File: config.mk
export PLATFORM = sky130hd
export DESIGN_NAME = rv_multicycle_ctrl_flat
export DESIGN_NICKNAME = d
export VERILOG_FILES = /design/src/rtl/rv_ctrl_pkg.sv /design/src/rtl/rv_multicycle_ctrl_if.sv /design/src/rtl/rv_op_decode.sv /design/src/rtl/rv_multicycle_ctrl.sv /design/src/flat_wrapper.sv
export SDC_FILE = /design/constraint.sdc
export NUM_CORES = 1
export LEC_CHECK = 0
export ABC_AREA = 0
export BUFFER_PORTS_ARGS = -buffer_cell sky130_fd_sc_hd__buf_4
export CORE_MARGIN = 8
export CORE_UTILIZATION = 49
export DETAILED_ROUTE_END_ITERATION = 10
export PLACE_DENSITY = 0.76
export SETUP_SLACK_MARGIN = 0.1
export SYNTH_ARGS = -nofsm -noshare
export SYNTH_HDL_FRONTEND = slang
export SYNTH_SLANG_ARGS = --single-unit
export TNS_END_PERCENT = 1
File: constraint.sdc
create_clock -name clk -period 2.05 [get_ports clk]
set_input_delay 0.205 -clock clk [delete_from_list [all_inputs] [get_ports clk]]
set_output_delay 0.205 -clock clk [all_outputs]
set_load 0.02 [all_outputs]
File: src/rtl/rv_ctrl_pkg.sv
// Shared encodings for the RV32I multi-cycle controller: opcodes, FSM states,
// instruction classes and the datapath mux select codes.
package rv_ctrl_pkg;

    // Major opcodes (instr[6:0]); the immediate generator decodes the same values.
    localparam logic [6:0] OPC_OP     = 7'b0110011;
    localparam logic [6:0] OPC_OPIMM  = 7'b0010011;
    localparam logic [6:0] OPC_LOAD   = 7'b0000011;
    localparam logic [6:0] OPC_STORE  = 7'b0100011;
    localparam logic [6:0] OPC_BRANCH = 7'b1100011;
    localparam logic [6:0] OPC_JAL    = 7'b1101111;
    localparam logic [6:0] OPC_JALR   = 7'b1100111;
    localparam logic [6:0] OPC_LUI    = 7'b0110111;
    localparam logic [6:0] OPC_AUIPC  = 7'b0010111;

    typedef enum logic [2:0] {
        ST_FETCH  = 3'd0,
        ST_DECODE = 3'd1,
        ST_EXEC   = 3'd2,
        ST_MEM    = 3'd3,
        ST_WB     = 3'd4,
        ST_TRAP   = 3'd5
    } state_t;

    // CLS_OP is the all-zero value so the reset class is a harmless default.
    typedef enum logic [3:0] {
        CLS_OP     = 4'd0,
        CLS_OPIMM  = 4'd1,
        CLS_LOAD   = 4'd2,
        CLS_STORE  = 4'd3,
        CLS_BRANCH = 4'd4,
        CLS_JAL    = 4'd5,
        CLS_JALR   = 4'd6,
        CLS_LUI    = 4'd7,
        CLS_AUIPC  = 4'd8
    } op_class_t;

    // pc_sel
    localparam logic [1:0] PC_PLUS4 = 2'd0;
    localparam logic [1:0] PC_IMM   = 2'd1;
    localparam logic [1:0] PC_JALR  = 2'd2;

    // alu_a_sel / alu_b_sel
    localparam logic [1:0] A_RS1  = 2'd0;
    localparam logic [1:0] A_PC   = 2'd1;
    localparam logic [1:0] A_ZERO = 2'd2;
    localparam logic       B_RS2  = 1'b0;
    localparam logic       B_IMM  = 1'b1;

    // wb_sel
    localparam logic [1:0] WB_ALU = 2'd0;
    localparam logic [1:0] WB_MEM = 2'd1;
    localparam logic [1:0] WB_PC4 = 2'd2;

    // ALU operand pair {alu_a_sel, alu_b_sel} for a class; branches and JAL
    // fall to rs1/rs2 since their targets come from the dedicated pc+imm adder.
    function automatic logic [2:0] operand_sel(op_class_t c);
        case (c)
            CLS_OP:                                  return {A_RS1, B_RS2};
            CLS_OPIMM, CLS_LOAD, CLS_STORE, CLS_JALR: return {A_RS1, B_IMM};
            CLS_LUI:                                 return {A_ZERO, B_IMM};
            CLS_AUIPC:                               return {A_PC, B_IMM};
            default:                                 return {A_RS1, B_RS2};
        endcase
    endfunction

endpackage

File: src/rtl/rv_multicycle_ctrl_if.sv
// Memory request/ready handshake between the controller (master) and memory (slave).
interface rv_multicycle_ctrl_if;
    logic mem_req;
    logic mem_we;
    logic mem_is_fetch;
    logic mem_ready;

    modport master (output mem_req, output mem_we, output mem_is_fetch, input mem_ready);
    modport slave  (input mem_req, input mem_we, input mem_is_fetch, output mem_ready);
endinterface

File: src/rtl/rv_op_decode.sv
// Combinational opcode classifier: maps instr[6:0] to an instruction class and
// flags anything outside the supported RV32I subset as illegal.
module rv_op_decode
    import rv_ctrl_pkg::*;
(
    input  logic [6:0] opcode,
    output op_class_t  op_class,
    output logic       illegal
);

    // Opcode lookup; unknown encodings raise illegal and report CLS_OP.
    always_comb begin
        op_class = CLS_OP;
        illegal  = 1'b0;
        case (opcode)
            OPC_OP:     op_class = CLS_OP;
            OPC_OPIMM:  op_class = CLS_OPIMM;
            OPC_LOAD:   op_class = CLS_LOAD;
            OPC_STORE:  op_class = CLS_STORE;
            OPC_BRANCH: op_class = CLS_BRANCH;
            OPC_JAL:    op_class = CLS_JAL;
            OPC_JALR:   op_class = CLS_JALR;
            OPC_LUI:    op_class = CLS_LUI;
            OPC_AUIPC:  op_class = CLS_AUIPC;
            default:    illegal  = 1'b1;
        endcase
    end

endmodule

File: src/rtl/rv_multicycle_ctrl.sv
// Multi-cycle control FSM for the RV32I core. One instruction at a time walks
// FETCH -> DECODE -> EXEC [-> MEM] [-> WB]; only the last state of an
// instruction writes the PC, so the PC holds the instruction address throughout.
//
//   state     | meaning
//   ----------+--------------------------------------------------------------
//   ST_FETCH  | request instruction at PC, latch IR on mem_ready
//   ST_DECODE | register instruction class, illegal opcode -> ST_TRAP
//   ST_EXEC   | drive ALU operands; branch/JAL/JALR finish here
//   ST_MEM    | load/store data access; store finishes on mem_ready
//   ST_WB     | register-file write and PC += 4
//   ST_TRAP   | sticky fault (illegal opcode or memory timeout), left only by rst
//
// Outputs are decoded combinationally from state (plus br_taken/mem_ready)
// and forced low while rst is high.
module rv_multicycle_ctrl
    import rv_ctrl_pkg::*;
#(
    parameter int TIMEOUT = 16,
    parameter int RET_W   = 32
) (
    input  logic                 clk,
    input  logic                 rst,
    rv_multicycle_ctrl_if.master mem,
    input  logic [6:0]           opcode,
    input  logic                 br_taken,
    output logic                 ir_we,
    output logic                 pc_we,
    output logic [1:0]           pc_sel,
    output logic [1:0]           alu_a_sel,
    output logic                 alu_b_sel,
    output logic                 rf_we,
    output logic [1:0]           wb_sel,
    output logic                 trap,
    output logic [RET_W-1:0]     retired
);

    localparam int             CNT_W   = (TIMEOUT > 2) ? $clog2(TIMEOUT) : 1;
    localparam logic [CNT_W-1:0] TO_LAST = CNT_W'(TIMEOUT - 1);

    state_t           state;
    op_class_t        cls;
    op_class_t        dec_class;
    logic             dec_illegal;
    logic [CNT_W-1:0] wait_cnt;

    logic req;
    logic req_we;
    logic req_fetch;

    rv_op_decode u_op_decode (
        .opcode   (opcode),
        .op_class (dec_class),
        .illegal  (dec_illegal)
    );

    assign mem.mem_req      = req;
    assign mem.mem_we       = req_we;
    assign mem.mem_is_fetch = req_fetch;

    // Datapath controls and memory request decoded from the current state.
    always_comb begin
        req       = 1'b0;
        req_we    = 1'b0;
        req_fetch = 1'b0;
        ir_we     = 1'b0;
        pc_we     = 1'b0;
        pc_sel    = PC_PLUS4;
        alu_a_sel = A_RS1;
        alu_b_sel = B_RS2;
        rf_we     = 1'b0;
        wb_sel    = WB_ALU;
        trap      = 1'b0;
        if (!rst) begin
            case (state)
                ST_FETCH: begin
                    req       = 1'b1;
                    req_fetch = 1'b1;
                    ir_we     = mem.mem_ready;
                end
                ST_EXEC: begin
                    {alu_a_sel, alu_b_sel} = operand_sel(cls);
                    case (cls)
                        CLS_BRANCH: begin
                            pc_we  = 1'b1;
                            pc_sel = br_taken ? PC_IMM : PC_PLUS4;
                        end
                        CLS_JAL: begin
                            rf_we  = 1'b1;
                            wb_sel = WB_PC4;
                            pc_we  = 1'b1;
                            pc_sel = PC_IMM;
                        end
                        CLS_JALR: begin
                            rf_we  = 1'b1;
                            wb_sel = WB_PC4;
                            pc_we  = 1'b1;
                            pc_sel = PC_JALR;
                        end
                        default: ;
                    endcase
                end
                ST_MEM: begin
                    // Operands stay as in EXEC so the address is stable during the access.
                    {alu_a_sel, alu_b_sel} = operand_sel(cls);
                    req    = 1'b1;
                    req_we = (cls == CLS_STORE);
                    pc_we  = (cls == CLS_STORE) && mem.mem_ready;
                end
                ST_WB: begin
                    // Operands stay as in EXEC so the ALU result feeding writeback is stable.
                    {alu_a_sel, alu_b_sel} = operand_sel(cls);
                    rf_we  = 1'b1;
                    wb_sel = (cls == CLS_LOAD) ? WB_MEM : WB_ALU;
                    pc_we  = 1'b1;
                end
                ST_TRAP: trap = 1'b1;
                default: ;
            endcase
        end
    end

    // State, class, memory-wait counter and retired-instruction counter.
    always_ff @(posedge clk) begin
        if (rst) begin
            state    <= ST_FETCH;
            cls      <= CLS_OP;
            wait_cnt <= '0;
            retired  <= '0;
        end else begin
            if (pc_we) begin
                retired <= retired + RET_W'(1);
            end
            case (state)
                ST_FETCH: begin
                    if (mem.mem_ready) begin
                        wait_cnt <= '0;
                        state    <= ST_DECODE;
                    end else if (wait_cnt == TO_LAST) begin
                        state <= ST_TRAP;
                    end else begin
                        wait_cnt <= wait_cnt + CNT_W'(1);
                    end
                end
                ST_DECODE: begin
                    cls   <= dec_class;
                    state <= dec_illegal ? ST_TRAP : ST_EXEC;
                end
                ST_EXEC: begin
                    case (cls)
                        CLS_BRANCH, CLS_JAL, CLS_JALR: begin
                            wait_cnt <= '0;
                            state    <= ST_FETCH;
                        end
                        CLS_LOAD, CLS_STORE: begin
                            wait_cnt <= '0;
                            state    <= ST_MEM;
                        end
                        default: state <= ST_WB;
                    endcase
                end
                ST_MEM: begin
                    if (mem.mem_ready) begin
                        wait_cnt <= '0;
                        state    <= (cls == CLS_STORE) ? ST_FETCH : ST_WB;
                    end else if (wait_cnt == TO_LAST) begin
                        state <= ST_TRAP;
                    end else begin
                        wait_cnt <= wait_cnt + CNT_W'(1);
                    end
                end
                ST_WB: begin
                    wait_cnt <= '0;
                    state    <= ST_FETCH;
                end
                ST_TRAP: state <= ST_TRAP;
                default: state <= ST_TRAP;
            endcase
        end
    end

endmodule

File: src/flat_wrapper.sv
// flat-port wrapper written by rule: the top's interface ports become plain ports
module rv_multicycle_ctrl_flat import rv_ctrl_pkg::*;
#(
    parameter int TIMEOUT = 16,
    parameter int RET_W   = 32
)
  (clk, rst, opcode, br_taken, ir_we, pc_we, pc_sel, alu_a_sel, alu_b_sel, rf_we, wb_sel, trap, retired, mem_mem_req, mem_mem_we, mem_mem_is_fetch, mem_mem_ready);
  rv_multicycle_ctrl_if mem_i ();
  input  logic clk;
  input  logic rst;
  input  logic [6:0] opcode;
  input  logic br_taken;
  output logic ir_we;
  output logic pc_we;
  output logic [1:0] pc_sel;
  output logic [1:0] alu_a_sel;
  output logic alu_b_sel;
  output logic rf_we;
  output logic [1:0] wb_sel;
  output logic trap;
  output logic [RET_W-1:0] retired;
  output wire logic [$bits(mem_i.mem_req)-1:0] mem_mem_req;
  output wire logic [$bits(mem_i.mem_we)-1:0] mem_mem_we;
  output wire logic [$bits(mem_i.mem_is_fetch)-1:0] mem_mem_is_fetch;
  input wire logic [$bits(mem_i.mem_ready)-1:0] mem_mem_ready;
  assign mem_mem_req = mem_i.mem_req;
  assign mem_mem_we = mem_i.mem_we;
  assign mem_mem_is_fetch = mem_i.mem_is_fetch;
  assign mem_i.mem_ready = mem_mem_ready;
  rv_multicycle_ctrl #(.TIMEOUT(TIMEOUT), .RET_W(RET_W)) u_core (.clk(clk), .rst(rst), .mem(mem_i), .opcode(opcode), .br_taken(br_taken), .ir_we(ir_we), .pc_we(pc_we), .pc_sel(pc_sel), .alu_a_sel(alu_a_sel), .alu_b_sel(alu_b_sel), .rf_we(rf_we), .wb_sel(wb_sel), .trap(trap), .retired(retired));
endmodule
# After elaboration in Yosys (flattened, before gate mapping)
# Index checks and enable logic that the tools add are counted.
dict set report totals {
  reg_bits 43
  inputBits 11
  out_inout_bits 46
  word_cells 84
}
dict set report classes {
  add_sub_neg 2
  eq_ne 25
  n_mux 41
  n_reduce_logical 12
}
# op count
set ops {}
lappend ops {{adder 32 x 1 -> 32 bit, second input constant} 1}
lappend ops {{case mux 4 bit (8 select lines)} 1}
lappend ops {{== test 7 x 6 -> 1 bit, second input constant} 3}
lappend ops {{== test 7 bit, second input constant} 3}
lappend ops {{2-to-1 mux 1 bit} 18}
lappend ops {{== test 4 x 3 -> 1 bit, second input constant} 4}
lappend ops {{2-to-1 mux 3 bit} 5}
lappend ops {{case mux 3 bit (5 select lines)} 1}
lappend ops {{== test 7 x 5 -> 1 bit, second input constant} 2}
lappend ops {{2-to-1 mux 2 bit} 6}
lappend ops {{2-to-1 mux 4 bit} 3}
lappend ops {{case mux 4 bit (3 select lines)} 1}
lappend ops {{case mux 3 bit (3 select lines)} 1}
lappend ops {{OR reduction 9 bit} 1}
lappend ops {{== test 4 x 2 -> 1 bit, second input constant} 2}
lappend ops {{== test 4 bit, second input constant} 2}
lappend ops {{== test 7 x 2 -> 1 bit, second input constant} 1}
lappend ops {{== test 3 x 2 -> 1 bit, second input constant} 2}
lappend ops {{== test 3 bit, second input constant} 2}
lappend ops {{case mux 2 bit (3 select lines)} 1}
lappend ops {{case mux 3 bit (2 select lines)} 1}
lappend ops {{OR reduction 2 bit} 3}
lappend ops {{OR reduction 3 bit} 2}
lappend ops {{OR reduction 5 bit} 1}
lappend ops {{13 further kinds} 13}

# Depth between registers and ports, before layout
dict set report logic_depth {
  depth_word 5
  mapped_depth 7
  mapped_depth_nobuf 6
}

# Hierarchy
# From an unflattened synthesis, not the netlist that was laid out.
dict set report unflattened {
  cells_unflattened 323
  hier_area_um2 2753.9
}
# module n_inst cells_per_inst area_per_inst_um2 seq_area_each_um2
set by_module_without_submodules {}
lappend by_module_without_submodules {rv_multicycle_ctrl 1 295 2573.7 860.8}
lappend by_module_without_submodules {rv_op_decode 1 28 180.2 0.0}

# Least setup slack after synthesis
# OpenSTA, ideal clock, no wires.
dict set report synth_path {
  path_type {register to register}
  start {register u_core.retired[9]}
  end {register u_core.retired[27]}
  setup_ns 0.070
  arrival_time_ns 2.061
  t_required_ns 1.980
  setup_slack_ns -0.082
  stages_incl_launch_ff 8
  n_path_buf 2
  synth_period_minus_slack_ns 2.132
  cell_sequence {dfxtp_1 -> and4_1 -> buf_6 -> nand2_2 -> or4_1 -> buf_2 -> or4_1 -> a21oi_1}
}
dict set report synth_between {
  elab_chain_cells 1
}
# element line_no
set synth_rtl {}
lappend synth_rtl {{start: declaration} rv_multicycle_ctrl.sv:35} ;# output logic [RET_W-1:0] retired
lappend synth_rtl {{start signal: assignment} rv_multicycle_ctrl.sv:132} ;# retired <= retired + RET_W'(1);
lappend synth_rtl {{adder 32 x 1 -> 32 bit} rv_multicycle_ctrl.sv:132}
# Every way passes these cells.
# A chain may end at the register's enable or synchronous reset.

# Final worst setup path
dict set report layout_path {
  start {register u_core.cls[3]}
  end {output wb_sel[0]}
}
dict set report layout_between {
  elab_chain_cells 4
}
# element line_no
set layout_rtl {}
lappend layout_rtl {{start: declaration} rv_multicycle_ctrl.sv:42} ;# op_class_t cls;
lappend layout_rtl {{start signal: assignment} rv_multicycle_ctrl.sv:146} ;# cls <= dec_class;
lappend layout_rtl {{== test 4 x 2 -> 1 bit} rv_multicycle_ctrl.sv:114} ;# wb_sel = (cls == CLS_LOAD) ? WB_MEM : WB_ALU;
lappend layout_rtl {{2-to-1 mux 1 bit} rv_multicycle_ctrl.sv:114}
lappend layout_rtl {{case mux 2 bit (2 select lines)} rv_multicycle_ctrl.sv:75} ;# case (state)
lappend layout_rtl {{2-to-1 mux 2 bit} rv_multicycle_ctrl.sv:74} ;# if (!rst) begin
lappend layout_rtl {{end: declaration} flat_wrapper.sv:19} ;# output logic [1:0] wb_sel;
# Every way passes these cells.

==> qor.txt <==
GR Util All Layers = 18.1%
Post-Syn Nets = 349
Top-area cell type share of the netlist area = 33.3%
Post-synth EDFFs = 0
Row Count = 26
Most common flop cell mapped by yosys = dfxtp_1
Finished Cell Area = 3420 µm²
Ant. Diodes = 0
Async SR Flop Fraction = 0%
CP Depth = 5
Number of global-route vias before repair = 2,543
Buf+Inv Stages, Crit Path = 2
CP required = 1.85 ns
Status = completed
CP Launch Point = u_core.cls[3]
Post-Syn Area = 2580 µm²
RSZ-0062 raised after global routing = yes
Initial antenna violation count = 0
Clock transition at the registers of the reported paths = 0.08 ns
Worst setup SP type = register
Length in cells of the worst reg-to-reg path = 6
CTS buffer count = 5
Pwr Density = 457 nW/µm²
R2R Path End = u_core.wait_cnt[1]
Worst-Skew Late Latency = 0.29 ns
Synth top area cells = dfxtp_1, xnor2_1, nor2_1
Ports = 57
Syn Area/Cell = 7.69 µm²
Worst path cell trace = buf_4 -> nand2b_1 -> or2_2 -> nor4_2 -> buf_4
Root Buffer = clkbuf_8
Max Slew Vio Count = 0
CTS sink count = 43
Most frequent cells in the layout = buf_4, nor2_1, dfxtp_1, a21oi_1, nand2_1
Die height = 88.6 µm
Reg-to-Reg Start = u_core.cls[3]
MaxCap Viol Count = 0
Library cells used by synthesis = 54
Routability Congestion = 0.899
Worst Max-Slew Pin Slew = 0.505 ns
Grt total ovfl = 0
Final setup viols = 0
Largest net degree at the start of global routing = 44
Final Cycle Share = 96.0%
DR iter-0 viols = 110
CP top delay family = simple AND/OR/NAND/NOR gates
Post-route ant nets = 0
CP dominant cell by count = buf_4
Min Tclk post-route = 1.97 ns
Core Area = 5110 µm²
DR WL/cell = 14.6 µm
Fin nets = 422
TritonCTS clock tree = built
Static leakage = 1.27 nW
CP Max Fanout = 5
Total wire length = 7010 µm
Flop2flop setup slack = 0.12 ns
Setup crit end = wb_sel[0]
Vias = 2,740
Synth warnings = 0
Layout cells sized above 1 = 31.5%
Clock Skews = 0.0101 ns
HP Class = in2reg
Chip Width = 88.6 µm
DRC errors left = 0
Initial Util = 50.6%
CTS Hold Buffers Added = 0
Peak Freq = 508 MHz
Routed vias/inst = 5.71
Register area share after synthesis = 33.3%
Syn Inst Count = 336
Setup crit end kind = output port
Hold_ws = 0.178 ns
Relative slew margins = 65.5%
CP Data Arrival Time = 1.76 ns
# port buffers = 56
Area of placed instances = 3280 µm²
Synthesized flop and latch total = 43
Full die area = 7860 µm²
Largest area contributor in the netlist = dfxtp_1
Commonest non-fill, non-tap cell in the layout = buf_4
Synth-to-Final Area Change = 32.3%
Endpoints failing hold = 0
H-tree Lvls = 2
First-pass GRT wire length = 11,600 µm
CP max-delay cell = dfxtp_2
Max incr delay on CP = 0.36 ns
Hpwl dp = 5280 µm
Setup Buffers After CTS = 0
Maximum VDD drop = 297 µV
CP Class = reg2out
CTS max path bufs = 2
Pre-antenna DRT Iters = 4
## worst min path at each step
stage	cells after the start	start	end	slack [ns]
3_5_place_dp	2	u_core.wait_cnt[1]	u_core.wait_cnt[1]	0.47
2_1_floorplan	2	opcode[5]	u_core.cls[2]	0.37
6_report	2	rst	u_core.cls[3]	0.18
5_1_grt	2	rst	u_core.cls[0]	0.18
4_1_cts	2	rst	u_core.cls[2]	0.17
3_3_place_gp	2	u_core.wait_cnt[1]	u_core.wait_cnt[1]	0.46
## what timing repair did
item,in CTS,in global routing
endpoints found under the setup margin,10,18
pin swaps,0,1
gates resized for setup,5,9
## sequential cells by signal, indices dropped and copies added (netlist names)
name	count
u_core.state	3
u_core.retired	32
u_core.wait_cnt	4
u_core.cls	4
## per-stage QoR
stage                      TNS, ns  util [%]  setup WS, ns  power (mW)  cells
after floorplan                  0         -         0.131       0.977    336
after global placement           0      64.3        0.0885        1.05    472
after detailed placement         0      64.3        0.0384        1.05    472
after CTS                        0      66.4        0.0570        1.58    480
after global routing      -0.00946      67.0      -0.00946        1.63    480
final                            0      67.0        0.0818        1.56    480
## cells in the mapped netlist, types with 4 or more instances
cell,count
a21oi_1,27
dfxtp_1,43
nand3_1,18
buf_2,4
o21ai_0,11
a211oi_1,9
inv_1,7
nand4_1,10
or2_2,4
xnor2_1,17
nand2b_1,8
nor3_1,8
a2111oi_0,5
nor2b_1,9
or3_1,6
or4_1,6
nand2_1,26
nor4_1,6
clkbuf_1,15
o31ai_1,5
nor2_1,39
## cell families after synthesis
logic type      count (synthesis)  synth area share (%)
mux                             3                  1.31
buf+inv                        30                  4.89
xor+xnor                       19                  6.44
compound gates                 78                  19.7
fa+ha+maj                       2                 0.968
flops                          43                  33.3
simple gates                  161                  33.4
## power by group
part,switching (mW),total [mW],internal (mW)
registers,0.00912,0.846,0.837
logic,0.111,0.190,0.0790
clock network,0.295,0.527,0.232
## routing by layer
layer	part of all wire, %	GRT usage, %	vias to the layer above
li1	-	-	1371
met1	45	22.2	1293
met2	49	31.5	68
met3	4.7	2.51	8
met4	1.1	5.84	0
met5	0	0	-
## layout make-up
type / count / area [µm²]
sequential: 43 / 887
fill: 450 / 1690
multi-input combinational: 263 / 1650
timing repair buffer: 89 / 684
clock inverter: 3 / 15.0
inverter: 7 / 26.3
clock buffer: 5 / 68.8
tap: 70 / 87.6
## worst register-to-register path, stage by stage, from the launching register on
cell and delay (ns):
dfxtp_2 0.36, buf_4 0.15, or2_2 0.29, o32ai_1 0.30
a32oi_1 0.14, or3b_2 0.48, a21oi_1 0.15
(Power assumes the default switching activity.)
